`config.mk`:
```
export PLATFORM = sky130hd
export DESIGN_NAME = status_reg
export DESIGN_NICKNAME = d
export VERILOG_FILES = /design/src/rtl/status_reg.sv
export SDC_FILE = /design/constraint.sdc
export NUM_CORES = 1
export LEC_CHECK = 0
export ABC_AREA = 0
export BUFFER_PORTS_ARGS = -buffer_cell sky130_fd_sc_hd__buf_2
export CAP_MARGIN = 20
export CORE_MARGIN = 4
export CORE_UTILIZATION = 35
export DETAILED_ROUTE_END_ITERATION = 16
export GPL_TIMING_DRIVEN = 0
export PLACE_DENSITY = 0.78
export SKIP_CTS_REPAIR_TIMING = 1
export SLEW_MARGIN = 20
export SYNTH_ARGS = -nofsm -noshare
export SYNTH_HDL_FRONTEND = slang
export SYNTH_SLANG_ARGS = --single-unit
export TNS_END_PERCENT = 30
```
`constraint.sdc`:
```
create_clock -name clk -period 2.4 [get_ports clk]
set_input_delay 0 -clock clk [delete_from_list [all_inputs] [get_ports clk]]
set_output_delay 0 -clock clk [all_outputs]
set_load 0.005 [all_outputs]
```
`src/rtl/status_reg.sv`:
```
`default_nettype none
// ============================================================================
// Module   : status_reg
// Brief    : 6502-style processor status register holding N,V,D,I,Z,C.
// Revision : 1.0 - initial release
// ============================================================================
module status_reg #(
  parameter logic RESET_I = 1'b1
) (
  input  logic       clk,
  input  logic       rst,
  input  logic       alu_n,
  input  logic       alu_v,
  input  logic       alu_z,
  input  logic       alu_c,
  input  logic       update_nz,
  input  logic       update_c,
  input  logic       update_v,
  input  logic       bit_test,
  input  logic [2:0] flag_op,
  input  logic       load_p,
  input  logic [7:0] din,
  input  logic       irq_entry,
  input  logic       push_brk,
  output logic [7:0] p,
  output logic [7:0] push_data,
  output logic       d_flag
);

  localparam logic [2:0] c_op_clc = 3'b001;
  localparam logic [2:0] c_op_sec = 3'b010;
  localparam logic [2:0] c_op_cli = 3'b011;
  localparam logic [2:0] c_op_sei = 3'b100;
  localparam logic [2:0] c_op_clv = 3'b101;
  localparam logic [2:0] c_op_cld = 3'b110;
  localparam logic [2:0] c_op_sed = 3'b111;

  logic r_n, r_v, r_d, r_i, r_z, r_c;
  logic w_n, w_v, w_d, w_i, w_z, w_c;

  // Bits 5:4 of the data bus are never stored.
  logic w_unused_din;
  assign w_unused_din = ^din[5:4];

  // Lowest priority sources are applied first so later ones overwrite them.
  always_comb begin
    w_n = r_n;
    w_v = r_v;
    w_d = r_d;
    w_i = r_i;
    w_z = r_z;
    w_c = r_c;

    if (load_p) begin
      w_n = din[7];
      w_v = din[6];
      w_d = din[3];
      w_i = din[2];
      w_z = din[1];
      w_c = din[0];
    end else begin
      if (update_nz) begin
        w_n = alu_n;
        w_z = alu_z;
      end
      if (update_c) begin
        w_c = alu_c;
      end
      if (update_v) begin
        w_v = alu_v;
      end
      if (bit_test) begin
        w_n = din[7];
        w_v = din[6];
        w_z = alu_z;
      end
      case (flag_op)
        c_op_clc: w_c = 1'b0;
        c_op_sec: w_c = 1'b1;
        c_op_cli: w_i = 1'b0;
        c_op_sei: w_i = 1'b1;
        c_op_clv: w_v = 1'b0;
        c_op_cld: w_d = 1'b0;
        c_op_sed: w_d = 1'b1;
        default:  ;
      endcase
    end

    if (irq_entry) begin
      w_i = 1'b1;
    end
  end

  always_ff @(posedge clk or posedge rst) begin
    if (rst) begin
      r_n <= 1'b0;
      r_v <= 1'b0;
      r_d <= 1'b0;
      r_i <= RESET_I;
      r_z <= 1'b0;
      r_c <= 1'b0;
    end else begin
      r_n <= w_n;
      r_v <= w_v;
      r_d <= w_d;
      r_i <= w_i;
      r_z <= w_z;
      r_c <= w_c;
    end
  end

  assign p         = {r_n, r_v, 1'b1, 1'b1,     r_d, r_i, r_z, r_c};
  assign push_data = {r_n, r_v, 1'b1, push_brk, r_d, r_i, r_z, r_c};
  assign d_flag    = r_d;

endmodule
`default_nettype wire

```
==> results <==
- CTS built an H-tree with a depth of 1.
- Along the worst path, the maximum fanout reaches 4.
- The worst-skew pair later-pin latency is around 240 ps.
- The initial detailed-routing violation count is 1.
- The worst-case clock skew is 0 ps.
- The total overflow left after global routing is 0.
- After routing, the total negative slack on setup checks comes to 0 ps.
- The estimated wirelength of the detail-placed design is between 800 and 900 microns.
- Walking the worst path, the cells encountered are o21bai_1 -> a22oi_1 -> o21ai_0 -> dlygate4sd3_1.
- The top flip-flop cell by instance count after synthesis is sky130_fd_sc_hd__dfrtp_1.
- The detailed-routing wirelength on met1 is just under 400 microns.
- The wire length of the first global-routing pass is 1510 microns.
- Data on the critical path is required at its endpoint by 2580 ps.
- Yosys attributes the largest share of cell area to sky130_fd_sc_hd__dfrtp_1, sky130_fd_sc_hd__buf_4, sky130_fd_sc_hd__mux2i_1.
- The fraction of synthesized cell area taken by the top area cell type is 26.0%.
- The uppermost layer routed is met4.
- Setup repair after global routing left no endpoint under its margin.
- The number of global-route vias before repair came to approximately 400.
- The launching element type of the critical path is a register.
- From synthesis to final layout, the design area changed by 59.9%.
- The leakage power total is around 0.43 nW.
- The sequential share of the synthesized area is between 30% and 40%.
- Setup violations remaining at the end of the flow were counted as 0.
- The number of nets still failing antenna checks after routing is 0.
- The first TritonRoute pass finished after 2 iterations.
- 41 I/O pins were placed.
- The TritonCTS clock tree is built.
- The master of the slowest instance on the critical path is sky130_fd_sc_hd__dlygate4sd3_1.
- The hold violation count in the final report is 0.
- The worst setup path is captured at a register.
- The maximum number of pins on one net before global-route repair is 11.
- Once placement completed, the tool counted placed cells totaling between 100 and 150.
- Hold timing on the final database bottoms out at a slack of around 8.2 ps.
- For this run, design rule violations remaining after detail routing come to 0.
- The initial antenna violation count came to 0.
- The total of warnings raised by yosys is 0.
- The post-route fraction of the period consumed by the critical path is around 61%.
- The count of flip-flops with a built-in enable after synthesis is 0.
- The launch instance of the worst register-to-register path is r_i.
- The maximum count of clock buffers along a single path is 2.
- Summed over all nets, wire length on met3 after detailed routing comes to ~150 microns.
- The async set-reset flop share out of synthesis is between 90% and 100%.
- The area of the die is between 2000 and 2500 sq um.
- The count of placed standard cells in the final layout, fillers left out is ~110.
- Sorting the synthesized cells by how often they occur yields sky130_fd_sc_hd__buf_4, sky130_fd_sc_hd__dfrtp_1, sky130_fd_sc_hd__mux2i_1.
- Wire segments on met2 add up to ~480 microns in the final route.
- The register clock-pin slew on the reported worst setup and hold paths is ~50 ps.
- The worst path in the final design needs a cycle of between 1000 and 1500 ps, including I/O delays and setup.
- The tree is rooted in a sky130_fd_sc_hd__clkbuf_4.
- The horizontal extent of the die is 45.1 microns.
- The worst register-to-register path has a depth of 4.
- The register bit count reported by yosys is 6.
- Measured on the finished design, the core utilization comes to 59.0%.
- The category of the critical setup timing path is reg -> reg.
- The starting utilization of the core area is between 30% and 40%.
- The number of instances in the synthesized netlist is 52.
- The class of the most critical hold timing path is in -> reg.
- The worst hold path begins at din[7].
- The detailed router placed 474 vias in this run.
- The fraction of final layout cells sized beyond drive strength 1 is between 50% and 60%.
- The global-route usage over all layers is 10.4%.
- The total design power is around 0.00034 W.
- Yosys mapped the design onto 19 distinct sky130hd cell types.
- The average wire length per cell after detail routing is ~9.2 microns.
- The y dimension of the die is roughly 45 microns.
- The congestion estimate from routability-driven global placement came to around 0.64.
- The largest single stage delay on the critical path is 560 ps.
- The mean post-synth cell area is 9.24 sq um.
- The floorplan has 13 rows.
- The number of inserted diodes is 0.
- IR analysis of the VDD net gives a maximum drop of about 260 uV.
- The run finished with clean final reports.
- The fmax is a little under 700 MHz.
- The synthesized area is a little under 500 sq um.
- The power per cell area is around 440 nW/um^2.
- The clock net sink count is 6.
- The final wirelength is 1040 microns.
- The critical path starts at r_i.
- The number of clock buffers inserted by TritonCTS is 3.
- The final count of pins violating max slew was 0.
- The total area inside the core boundary comes to between 1000 and 1500 sq um.
- The number of violations of the max-capacitance limit is 0.
- Data on the critical path arrives at its endpoint at between 1500 and 2000 ps.
- The cell count of the worst hold path is 3.
- The net count of the finished layout is approximately 120.
- The synthesized design spends more area on one cell type than any other, namely sky130_fd_sc_hd__dfrtp_1.
- During placement, the flow inserted port buffers numbering 33.
- The most common cell in the synthesized netlist is sky130_fd_sc_hd__buf_4.
- The number of vias per cell after detailed routing is roughly 4.2.
metrics by stage:
step,instance area (sq um),setup slack (ps)
6_report,768,926
4_1_cts,698,1400
3_5_place_dp,672,1410
2_1_floorplan,488,1500
3_3_place_gp,672,1460
5_1_grt,768,885
sequential cells by signal, summed over array words and instances, names as in the netlist:
register,cells
r_i,1
r_n,1
d_flag,1
r_z,1
r_v,1
r_c,1
layer usage:
layer  track usage [%]  up-vias
li1                  -      249
met1              11.2      198
met2              16.9       25
met3              4.78        2
met4              5.26        0
met5                 0        -
power by group:
part	total (W)	switching (W)	internal, W
clock network	0.000103	0.0000394	0.0000632
logic	0.000114	0.0000401	0.0000742
registers	0.000119	0.00000727	0.000112
total	0.000336	0.0000868	0.000249
cell type report:
cell class / count / area, sq um
fillers: 133 / 533
repair buffers: 40 / 235
multi-input cells: 30 / 201
flip-flops and latches: 6 / 151
plain buffers: 17 / 131
clock buffers: 4 / 26.3
well taps: 15 / 18.8
inverters: 1 / 3.75
cells by family (layout without fill, tap and decap cells):
family / after synthesis / count (layout) / synth area share, %
mux: 5 / 5 / 10.4
flops: 6 / 6 / 31.5
buf+inv: 18 / 62 / 28.1
other cells: 1 / 3 / 0.781
simple gates: 11 / 11 / 14.3
compound gates: 11 / 11 / 14.8
placed cells by master (no fill, tap or decap), types with 2 or more instances in the layout:
master,count
sky130_fd_sc_hd__buf_2,33
sky130_fd_sc_hd__buf_4,16
sky130_fd_sc_hd__dlygate4sd3_1,7
sky130_fd_sc_hd__mux2i_1,5
sky130_fd_sc_hd__dfrtp_1,5
sky130_fd_sc_hd__nand2_1,4
sky130_fd_sc_hd__nor2_1,4
sky130_fd_sc_hd__a21oi_1,3
sky130_fd_sc_hd__conb_1,3
sky130_fd_sc_hd__clkbuf_4,3
sky130_fd_sc_hd__o21ai_0,2
sky130_fd_sc_hd__o21ai_1,2
critical path, delay by kind of cell, from the launching register on:
kind	cells	cell delay, ps
AOI/OAI and AO/OA	3	310
buffers and inverters	1	560
DFF	1	540
path summary, 6_finish.rpt:
check	to	slack, ps
max in group asynchronous	r_i	1920
setup reg to reg	r_i	930
hold reg to reg	r_n	610
min in group asynchronous	r_n	210
hold / removal	r_n	8
setup / recovery	r_i	930
No activity file was read; power rests on OpenSTA's default activity.
